**config.mk**
```make
export PLATFORM = sky130hd
export DESIGN_NAME = divider_constant_time
export DESIGN_NICKNAME = d
export VERILOG_FILES = /design/src/rtl/arith_pkg.sv /design/src/rtl/divider_datapath.sv /design/src/rtl/divider_constant_time.sv
export SDC_FILE = /design/constraint.sdc
export NUM_CORES = 1
export LEC_CHECK = 0
export CAP_MARGIN = 20
export CELL_PAD_IN_SITES_DETAIL_PLACEMENT = 1
export CELL_PAD_IN_SITES_GLOBAL_PLACEMENT = 2
export CORE_MARGIN = 2
export CORE_UTILIZATION = 34
export DETAILED_ROUTE_END_ITERATION = 16
export PLACE_DENSITY_LB_ADDON = 0.12
export SLEW_MARGIN = 25
export SYNTH_ARGS = -nofsm -noshare
export SYNTH_HDL_FRONTEND = slang
export SYNTH_HIERARCHICAL = 1
export SYNTH_SLANG_ARGS = --single-unit
```
**constraint.sdc**
```tcl
create_clock -name clk -period 3.2 [get_ports clk]
set_clock_uncertainty 0.15 [all_clocks]
set_input_delay 0.32 -clock clk [delete_from_list [all_inputs] [get_ports clk]]
set_output_delay 0.32 -clock clk [all_outputs]
set_load 0.01 [all_outputs]
```
**src/rtl/arith_pkg.sv**
```systemverilog
// Shared definitions for the arithmetic unit: FSM state encodings for the
// constant-time multiplier and divider, and the iteration counter sizing helper.
package arith_pkg;

    localparam logic [1:0] MUL_IDLE  = 2'd0;
    localparam logic [1:0] MUL_SHIFT = 2'd1;
    localparam logic [1:0] MUL_DONE  = 2'd2;

    localparam logic [1:0] IDLE = 2'd0;
    localparam logic [1:0] ITER = 2'd1;
    localparam logic [1:0] DONE = 2'd2;

    // Counter must hold the value WIDTH itself, hence WIDTH+1.
    function automatic int cnt_width(input int width);
        return $clog2(width + 1);
    endfunction

endpackage

```
**src/rtl/divider_datapath.sv**
```systemverilog
// Restoring-division datapath: partial remainder R, quotient/dividend Q, divisor D,
// the trial subtractor with restore mux, and the registered result outputs.
module divider_datapath #(
    parameter int WIDTH = 8
) (
    input  logic             clk,
    input  logic             rst,
    input  logic             load,
    input  logic             step,
    input  logic             capture,
    input  logic [WIDTH-1:0] dividend,
    input  logic [WIDTH-1:0] divisor,
    output logic [WIDTH-1:0] quotient,
    output logic [WIDTH-1:0] remainder,
    output logic             div_by_zero
);

    logic [WIDTH:0]   r_q, r_d;
    logic [WIDTH-1:0] q_q, q_d;
    logic [WIDTH-1:0] d_q, d_d;
    logic [WIDTH-1:0] quo_q, quo_d;
    logic [WIDTH-1:0] rem_q, rem_d;
    logic             dbz_q, dbz_d;

    logic [WIDTH:0]   shifted_r;
    logic [WIDTH:0]   trial;
    logic             keep_trial;
    logic [WIDTH:0]   r_step;
    logic [WIDTH-1:0] q_step;

    // Subtract and mux run every cycle so timing never depends on the operands.
    // R stays below D after every step, so its MSB is zero; folding it into the
    // decision keeps the (unreachable) overflow case well defined.
    always_comb begin
        shifted_r  = {r_q[WIDTH-1:0], q_q[WIDTH-1]};
        trial      = shifted_r - {1'b0, d_q};
        keep_trial = ~trial[WIDTH] | r_q[WIDTH];
        r_step     = keep_trial ? trial : shifted_r;
        q_step     = {q_q[WIDTH-2:0], keep_trial};
    end

    always_comb begin
        r_d   = r_q;
        q_d   = q_q;
        d_d   = d_q;
        quo_d = quo_q;
        rem_d = rem_q;
        dbz_d = dbz_q;
        if (load) begin
            r_d = '0;
            q_d = dividend;
            d_d = divisor;
        end else if (step) begin
            r_d = r_step;
            q_d = q_step;
        end
        if (capture) begin
            quo_d = q_step;
            rem_d = r_step[WIDTH-1:0];
            dbz_d = (d_q == '0);
        end
    end

    always_ff @(posedge clk or posedge rst) begin
        if (rst) begin
            r_q   <= '0;
            q_q   <= '0;
            d_q   <= '0;
            quo_q <= '0;
            rem_q <= '0;
            dbz_q <= 1'b0;
        end else begin
            r_q   <= r_d;
            q_q   <= q_d;
            d_q   <= d_d;
            quo_q <= quo_d;
            rem_q <= rem_d;
            dbz_q <= dbz_d;
        end
    end

    assign quotient    = quo_q;
    assign remainder   = rem_q;
    assign div_by_zero = dbz_q;

endmodule

```
**src/rtl/divider_constant_time.sv**
```systemverilog
// Constant-time unsigned restoring divider: control FSM and step counter,
// driving divider_datapath with load/step/capture strobes.
module divider_constant_time
    import arith_pkg::*;
#(
    parameter int WIDTH = 8
) (
    input  logic             clk,
    input  logic             rst,
    input  logic             start,
    input  logic [WIDTH-1:0] dividend,
    input  logic [WIDTH-1:0] divisor,
    output logic [WIDTH-1:0] quotient,
    output logic [WIDTH-1:0] remainder,
    output logic             busy,
    output logic             quotientDone,
    output logic             div_by_zero
);

    localparam int             CW       = cnt_width(WIDTH);
    localparam logic [CW-1:0]  CNT_INIT = CW'(WIDTH);
    localparam logic [CW-1:0]  CNT_ONE  = CW'(1);

    logic [1:0]    state_q, state_d;
    logic [CW-1:0] cnt_q, cnt_d;
    logic          load, step, capture;

    always_comb begin
        state_d = state_q;
        cnt_d   = cnt_q;
        load    = 1'b0;
        step    = 1'b0;
        capture = 1'b0;
        case (state_q)
            IDLE: begin
                if (start) begin
                    load    = 1'b1;
                    cnt_d   = CNT_INIT;
                    state_d = ITER;
                end
            end
            ITER: begin
                step  = 1'b1;
                cnt_d = cnt_q - CNT_ONE;
                // Last step lands its result straight into the output registers.
                if (cnt_q == CNT_ONE) begin
                    capture = 1'b1;
                    state_d = DONE;
                end
            end
            DONE:    state_d = IDLE;
            default: state_d = IDLE;
        endcase
    end

    always_ff @(posedge clk or posedge rst) begin
        if (rst) begin
            state_q <= IDLE;
            cnt_q   <= '0;
        end else begin
            state_q <= state_d;
            cnt_q   <= cnt_d;
        end
    end

    assign busy         = (state_q != IDLE);
    assign quotientDone = (state_q == DONE);

    divider_datapath #(
        .WIDTH(WIDTH)
    ) u_datapath (
        .clk         (clk),
        .rst         (rst),
        .load        (load),
        .step        (step),
        .capture     (capture),
        .dividend    (dividend),
        .divisor     (divisor),
        .quotient    (quotient),
        .remainder   (remainder),
        .div_by_zero (div_by_zero)
    );

endmodule

```
# After elaboration in Yosys (flattened, before gate mapping)
# Index checks and enable logic that the tools add are counted.
[word_totals] reg_bits=48 latch_bits=0 ram_bits=0 rom_bits=0 inputBits=19 output_inout_bits=19 wordCells=39 n_memories=0
[classes] add_sub_neg=2 multipliers=0 div_mod_pow=0 n_lt_le_gt_ge=0 n_eq_ne=5 shifts=0 mux=15 bitwise_logic=2 n_reduce_logical=7
[op_table] operator="two-way mux 9 bit" n=3
[op_table] operator="two-way mux 8 bit" n=2
[op_table] operator="subtractor 9 x 8 -> 9 bit" n=1
[op_table] operator="zero test 8 bit" n=1
[op_table] operator="one-hot mux 4 bit (2 select lines)" n=1
[op_table] operator="nonzero test 2 bit" n=3
[op_table] operator="two-way mux 1 bit" n=5
[op_table] operator="equality test 4 x 1 -> 1 bit, second input constant" n=1
[op_table] operator="two-way mux 2 bit" n=2
[op_table] operator="two-way mux 4 bit" n=1
[op_table] operator="!= test 2 bit, second input constant" n=2
[op_table] operator="one-hot mux 2 bit (2 select lines)" n=1
[op_table] operator="AND reduction 2 bit" n=2
[op_table] operator="subtractor 4 x 1 -> 4 bit, second input constant" n=1
[op_table] operator="equality test 2 x 1 -> 1 bit, second input constant" n=1
[op_table] operator="equality test 2 bit, second input constant" n=1
[op_table] operator="zero test 2 bit" n=1
[op_table] operator="inverter 1 bit" n=1
[op_table] operator="bitwise OR 1 bit" n=1

# Longest topological paths before layout
# Gate-level depths: netlist of the first run.
[logic_depth] depth_word=6 mapped_depth=10 mapped_depth_nobuf=10

# By module
# The synthesis of the first run kept the hierarchy.
[by_module_without_submodules] module="divider_datapath" n_inst=1 cells_each=214 area_per_inst_um2=2142.1 seq_area_each_um2=1051.0
[by_module_without_submodules] module="divider_constant_time" n_inst=1 cells_each=33 area_per_inst_um2=325.3 seq_area_each_um2=150.1

# Least setup slack after synthesis of the first run
# No wires, ideal clock.
[synth_timing] path_type="reg-to-reg" startpoint="register u_datapath.q_q[7]" endpoint="register u_datapath.r_q[7]" arrival_ps=2252 required_time_ps=2954 setup_slack_ps=702 path_stages_with_launch=11 path_buffers=0 cell_sequence="dfrtp_1 -> inv_1 -> ha_1 -> inv_1 -> fa_1 -> a211oi_2 -> nor2_1 -> a21o_4 -> mux2i_4 -> o311ai_1 -> a311oi_2"
[synth_via] elab_chain_len=6
[synth_lines] element="start, declared" line="divider_datapath.sv:19" rtl="logic [WIDTH-1:0] q_q, q_d;"
[synth_lines] element="start signal, assigned" line="divider_datapath.sv:74" rtl="q_q <= q_d;"
[synth_lines] element="subtractor 9 x 8 -> 9 bit *" line="divider_datapath.sv:36" rtl="trial = shifted_r - {1'b0, d_q};"
[synth_lines] element="inverter 1 bit" line="divider_datapath.sv:37" rtl="keep_trial = ~trial[WIDTH] | r_q[WIDTH];"
[synth_lines] element="bitwise OR 1 bit" line="divider_datapath.sv:37"
[synth_lines] element="two-way mux 9 bit *" line="divider_datapath.sv:38" rtl="r_step = keep_trial ? trial : shifted_r;"
[synth_lines] element="two-way mux 9 bit *" line="divider_datapath.sv:53" rtl="end else if (step) begin"
[synth_lines] element="two-way mux 9 bit *" line="divider_datapath.sv:49" rtl="if (load) begin"
[synth_lines] element="end signal, assigned" line="divider_datapath.sv:73" rtl="r_q <= r_d;"
[synth_lines] element="end, declared" line="divider_datapath.sv:18" rtl="logic [WIDTH:0] r_q, r_d;"
# Mark *: on every way between the ends. The rest lies on a longest branch, timed or not. The select of a mux whose other input is x is not followed.
# A chain may end at the register's enable or synchronous reset.

# Worst setup path in the final report of the first run
# Ends and elaborated chain as after synthesis.

==> qor.yml, run 1 <==
timing:
  whs_ns: 0.0974
  finalCritPeriodShare: 0.855
  rsz0062_at_grt: "false"
  fin_crit_ns: 2.74
  worst_slew_pin_slew_ns: 0.570
  finalMaxSlewViolations: 0
  hold_viol: 0
  slew_headroom: 0.620
  setup_tns_ns: 0
  clock.fmax_mhz: 365
  setup_viol_count_final: 0
clock_network:
  clock_latency_ns: 0.31
  clock_sinks: 48
  hold_buffers: 0
  post_cts_buffers: 0
  h-tree-depth: 2
  clk_pin_slew_worst_paths_ns: 0.10
  ctsLongestPathBuffers: 2
  cts_root_buf: "clkbuf_8"
  cts_tree: "yes"
  cts_buffers: 5
  ctsResizeCount: 0
route:
  drt_iter0_drc: 60
  dr.pass1.iters: 4
  viasPerCell: 5.03
  ant_nets: 0
  vias: 1942
  drc_errors: 0
  drt-total-wl_mm: 5.89
  route.detailed.wl_per_inst_microns: 15.3
die:
  num_rows: 31
  dieArea_sq_um: 7950
  die_h_microns: 89.2
  core_area_sq_um: 7140
  initial_core_util: 0.346
  die_w_microns: 89.2
  io_pins: 38
pwr:
  ir_drop_mv: 0.391
  p_per_area_nw_per_um2: 1260
  totalPowerFinal_uw: 3860
  power.leakage_uw: 0.00133
setup_path:
  critical_path_class: "flip-flop to flip-flop"
  crit_path_start_kind: "flip-flop"
  critical_path_required_ns: 3.28
  arrival_ns: 2.81
  reg2reg_depth: 10
  path_max_fanout: 8
  end_kind: "flip-flop"
logic_synthesis:
  syn_inst: 247
  synth_edf_count: 0
  yosysTopAreaCell: "dfrtp_1"
  synth_common_cells: "dfrtp_1 (48), nor2_1 (27), nand2_1 (26), o21ai_0 (21), inv_1 (17)"
  synthTopCellsByArea: "dfrtp_1 (49%), ha_1 (5.1%), mux2_2 (5.0%)"
  syn_avg_cell_area_sq_um: 9.99
  ys_ff_latch: 48
  synth_nets: 277
  ys_seq_area_frac: 0.487
  async_reset_ff_frac: 1.00
  yosysMostFrequentCell: "dfrtp_1"
  synth_top_area_frac: 0.487
  ys.flop_type: "dfrtp_1"
  syn-cell-area_sq_um: 2470
  synth.distinct_cells: 42
  yosysWarnings: 6
cells_and_area:
  drive_above_1_share: 0.111
  nets: 316
  final_util: 0.430
  area_growth_pct: 24.4
  diodes: 0
global_routing:
  grt_max_degree: 43
  antenna_found_initial: 0
  grt_overflow: 0
  grt_use_total: 0.161
  grt_pass1_vias: 1936
  grt_pass1_wl_mm: 9.80
worst_hold_path:
  hp-class: "input port to async pin"
place:
  hpwl_mm: 4.35
  port_buffers: 37
  gp_congestion: 0.747
flow_run:
  drv_cap: 0
run_status:
  run_status: "finished clean"
## cell families (layout without fill, tap and decap cells)
| group | Yosys count | after routing | share of synthesized area |
|---|---|---|---|
| multiplexers | 23 | 23 | 0.104 |
| AND/OR/NAND/NOR | 70 | 70 | 0.122 |
| adder cells (fa/ha/maj) | 11 | 11 | 0.0588 |
| XOR/XNOR | 4 | 4 | 0.0142 |
| buffers and inverters | 28 | 68 | 0.0426 |
| flip-flops | 48 | 48 | 0.487 |
| AO/OA/AOI/OAI | 63 | 63 | 0.172 |
## cell usage in the layout (no fill, tap or decap), types with 5 or more instances in the layout
cell             Yosys  routed
nor2_1              27      26
o21ai_0             21      21
mux2i_1             11      11
a21oi_1             12      12
nand2_1             26      26
a211oi_1             5       5
dfrtp_1             48      48
clkdlybuf4s50_1      0      37
clkbuf_8             0       5
mux2_2              11      11
inv_1               17      17
ha_1                10      10
## where the power goes
group	switching, uW	leakage, uW	internal [uW]
Combinational	1200	0.000723	1110
Clock	221	0.0000404	155
Sequential	238	0.000570	929
## through the flow
stage | worst slack (ns) | cell area [sq um] | instances
2_1_floorplan | 0.702 | 2470 | 247
3_3_place_gp | 0.515 | 2980 | 378
3_5_place_dp | 0.426 | 2980 | 378
4_1_cts | 0.424 | 3070 | 386
5_1_grt | 0.213 | 3070 | 386
6_report | 0.463 | 3070 | 386
## worst max-delay path, cell delays in order (launching register included)
cell      delay [ns]
dfrtp_1         0.41
inv_1           0.07
ha_1            0.16
inv_1           0.05
fa_1            0.41
a211oi_2        0.23
nor2_1          0.12
a21o_4          0.24
mux2i_4         0.35
o311ai_1        0.21
a311oi_2        0.26
## routing by layer
metal | share of wire | routed length [microns] | vias up | track usage
li1 | - | - | 941 | -
met1 | 0.49 | 2890 | 967 | 0.222
met2 | 0.47 | 2760 | 27 | 0.259
met3 | 0.029 | 173 | 7 | 0.0360
met4 | 0.010 | 59 | 0 | 0.0366
met5 | 0 | 0 | - | 0
## path summary, 6_finish.rpt
check | startpoint | endpoint | slack, ns
setup / recovery | u_datapath/q_q[7] | u_datapath/r_q[7] | 0.46
hold / removal | rst | cnt_q[1] | 0.1
setup reg to reg | u_datapath/q_q[7] | u_datapath/r_q[7] | 0.46
hold reg to reg | u_datapath/remainder[2] | u_datapath/remainder[2] | 0.37
max in group asynchronous | rst | u_datapath/remainder[0] | 2.19
min in group clk | u_datapath/remainder[2] | u_datapath/remainder[2] | 0.37
## sequential cells by signal, summed over array words and instances, names as in the netlist
register,flops
u_datapath/q_q,8
u_datapath/remainder,8
state_q,2
u_datapath/quotient,8
u_datapath/div_by_zero,1
u_datapath/r_q,9
cnt_q,4
u_datapath/d_q,8
## cell type report
type,count,area [sq um]
fillers,828,4070
flip-flops and latches,48,1200
multi-input cells,171,1160
repair buffers,42,420
well taps,99,124
clock buffers,5,68.8
inverters,18,67.6
clock inverters,3,23.8
No activity file was read; power rests on OpenSTA's default activity.
==> run 2: changes to the inputs <==
- RECOVER_POWER: default -> 25
==> run 2 against run 1 <==
  * First-iteration DRC count unchanged
  * Non-clock buffer count unchanged
  * Global-route usage stayed put
  * Sequential power about the same
  * Combinational power barely moved
  * Sequential cell count unchanged
  * Largest cell class unchanged
  * Largest power group unchanged
==> qor.yml, run 2 (synthesis gave the netlist of run 1 again) <==
route:
  ant_nets: 0  # unchanged
  viasPerCell: 5.03  # unchanged
  drt-total-wl_mm: 5.89  # about the same
  dr.pass1.iters: 4  # unchanged
  route.detailed.wl_per_inst_microns: 15.3  # about the same
  drc_errors: 0  # unchanged
  vias: 1942  # unchanged
  drt_iter0_drc: 60  # unchanged
clock_network:
  ctsLongestPathBuffers: 2  # unchanged
  h-tree-depth: 2  # unchanged
  hold_buffers: 0  # unchanged
  ctsResizeCount: 0  # unchanged
  clock_latency_ns: 0.31  # about the same
  post_cts_buffers: 0  # unchanged
  clock_sinks: 48  # unchanged
  cts_buffers: 5  # unchanged
  clk_pin_slew_worst_paths_ns: 0.10  # about the same
  cts_tree: "yes"  # unchanged
  cts_root_buf: "clkbuf_8"  # unchanged
setup_path:
  end_kind: "flip-flop"  # unchanged
  path_max_fanout: 8  # unchanged
  arrival_ns: 2.81  # about the same
  critical_path_class: "flip-flop to flip-flop"  # unchanged
  critical_path_required_ns: 3.28  # about the same
  crit_path_start_kind: "flip-flop"  # unchanged
cells_and_area:
  nets: 316  # unchanged
  area_growth_pct: 24.3  # was 24.4%
  drive_above_1_share: 0.111  # unchanged
  top_register: "u_datapath/r_q"  # unchanged
  final_cell_mix: "dfrtp_1 (48), clkdlybuf4s50_1 (36), nand2_1 (26), nor2_1 (26), o21ai_0 (21)"  # was dfrtp_1 (48), clkdlybuf4s50_1 (37), nand2_1 (26), nor2_1 (26), o21ai_0 (21)
  fillers: 828  # unchanged
  largest_register_ffs: 9  # unchanged
  final_common_cell: "dfrtp_1"  # unchanged
  finalInstanceArea_sq_um: 3070  # about the same
  diodes: 0  # unchanged
global_routing:
  grt_pass1_wl_mm: 9.80  # unchanged
  grt_use_total: 0.161  # unchanged
  grt_pass1_vias: 1936  # unchanged
  grt_max_degree: 43  # unchanged
  grt_overflow: 0  # unchanged
  antenna_found_initial: 0  # unchanged
timing:
  clock.fmax_mhz: 365  # unchanged
  fin_crit_ns: 2.74  # about the same
  hold_viol: 0  # unchanged
  setup_viol_count_final: 0  # unchanged
  rsz0062_at_grt: "false"  # unchanged
  finalMaxSlewViolations: 0  # unchanged
  setup_tns_ns: 0  # unchanged
  worst_slew_pin_slew_ns: 1.08  # was 0.570 ns
  finalCritPeriodShare: 0.855  # about the same
  slew_headroom: 0.282  # was 0.620
  whs_ns: 0.231  # was 0.0974 ns
worst_hold_path:
  hp-class: "input port to async pin"  # unchanged
pwr:
  pwr-share-clk: 0.098  # about the same
  seqPwrFrac: 0.303  # about the same
  p_switching_uw: 1660  # about the same
  power.leakage_uw: 0.00133  # about the same
  p_comb_frac: 0.600  # about the same
  p_per_area_nw_per_um2: 1260  # about the same
  ir_drop_mv: 0.391  # about the same
  switching_share: 0.431  # about the same
  totalPowerFinal_uw: 3860  # about the same
  p_int_uw: 2190  # about the same
run_status:
  run_status: "finished clean"  # unchanged
place:
  hpwl_mm: 4.35  # unchanged
  placed_area_sq_um: 2980  # unchanged
  gp_congestion: 0.747  # unchanged
  port_buffers: 37  # unchanged
die:
  initial_core_util: 0.346  # unchanged
  dieArea_sq_um: 7950  # unchanged
  die_w_microns: 89.2  # unchanged
  num_rows: 31  # unchanged
  die_h_microns: 89.2  # unchanged
  io_pins: 38  # unchanged
  core_area_sq_um: 7140  # unchanged
flow_run:
  drv_cap: 0  # unchanged
==> run 2: cell count changes in the layout (fill, tap and decap cells not counted), sizes merged <==
cell | before | now
buf | 5 | 4
clkbuf | 5 | 6
clkdlybuf4s50 | 37 | 36
dlygate4sd3 | 0 | 1
==> run 2: power by group through the flow <==
| stage | clock, uW | sequential (uW) | combinational (uW) |
|---|---|---|---|
| 2_1_floorplan | 0 | 1160 | 1640 |
| 3_3_place_gp | 0 | 1180 | 2300 |
| 3_5_place_dp | 0 | 1180 | 2350 |
| 4_1_cts | 394 | 1170 | 2350 |
| 5_1_grt | 417 | 1210 | 2600 |
| 6_report | 376 | 1170 | 2310 |
==> run 2: metrics by stage <==
stage	instances	setup WS, ns	util
after floorplan	247	0.702	-
after global placement	378	0.515	0.417
after detailed placement	378	0.426	0.417
after CTS	386	0.424	0.430
after global routing	386	0.213	0.430
final	386	0.463	0.430
==> run 2: per-layer routing <==
| layer | global-route usage | wire, microns |
|---|---|---|
| met5 | 0 | 0 |
| met4 | 0.0366 | 59 |
| met3 | 0.0360 | 173 |
| met2 | 0.259 | 2770 |
| met1 | 0.222 | 2890 |
==> run 2: layout make-up <==
cell class / instances / area [sq um] / area share
Clock buffer: 5 / 68.8 / 0.0224
Multi-Input combinational cell: 171 / 1160 / 0.379
Clock inverter: 3 / 23.8 / 0.00775
Tap cell: 99 / 124 / 0.0404
Sequential cell: 48 / 1200 / 0.392
Inverter: 18 / 67.6 / 0.0220
Timing Repair Buffer: 42 / 418 / 0.136
==> run 2: final timing paths <==
kind	end	cells past startpoint	slack, ns	startpoint
setup / recovery	u_datapath/r_q[7]	10	0.46	u_datapath/q_q[7]
hold / removal	cnt_q[1]	2	0.23	rst
setup reg to reg	u_datapath/r_q[7]	10	0.46	u_datapath/q_q[7]
hold reg to reg	u_datapath/remainder[2]	2	0.37	u_datapath/remainder[2]
max in group asynchronous	u_datapath/remainder[0]	3	1.57	rst
min in group clk	u_datapath/remainder[2]	2	0.37	u_datapath/remainder[2]
==> run 2: worst max-delay path, stage by stage (launching register included) <==
cell	delay (ns)
dfrtp_1	0.41
inv_1	0.07
ha_1	0.16
inv_1	0.05
fa_1	0.41
a211oi_2	0.23
nor2_1	0.12
a21o_4	0.24
mux2i_4	0.35
o311ai_1	0.21
a311oi_2	0.26
==> run 3: changes to the inputs <==
- CTS_BUF_LIST: default -> sky130_fd_sc_hd__clkbuf_8 sky130_fd_sc_hd__clkbuf_16
==> results of run 3 <==
The final DEF is identical to that of run 2; final timing and power are the same.
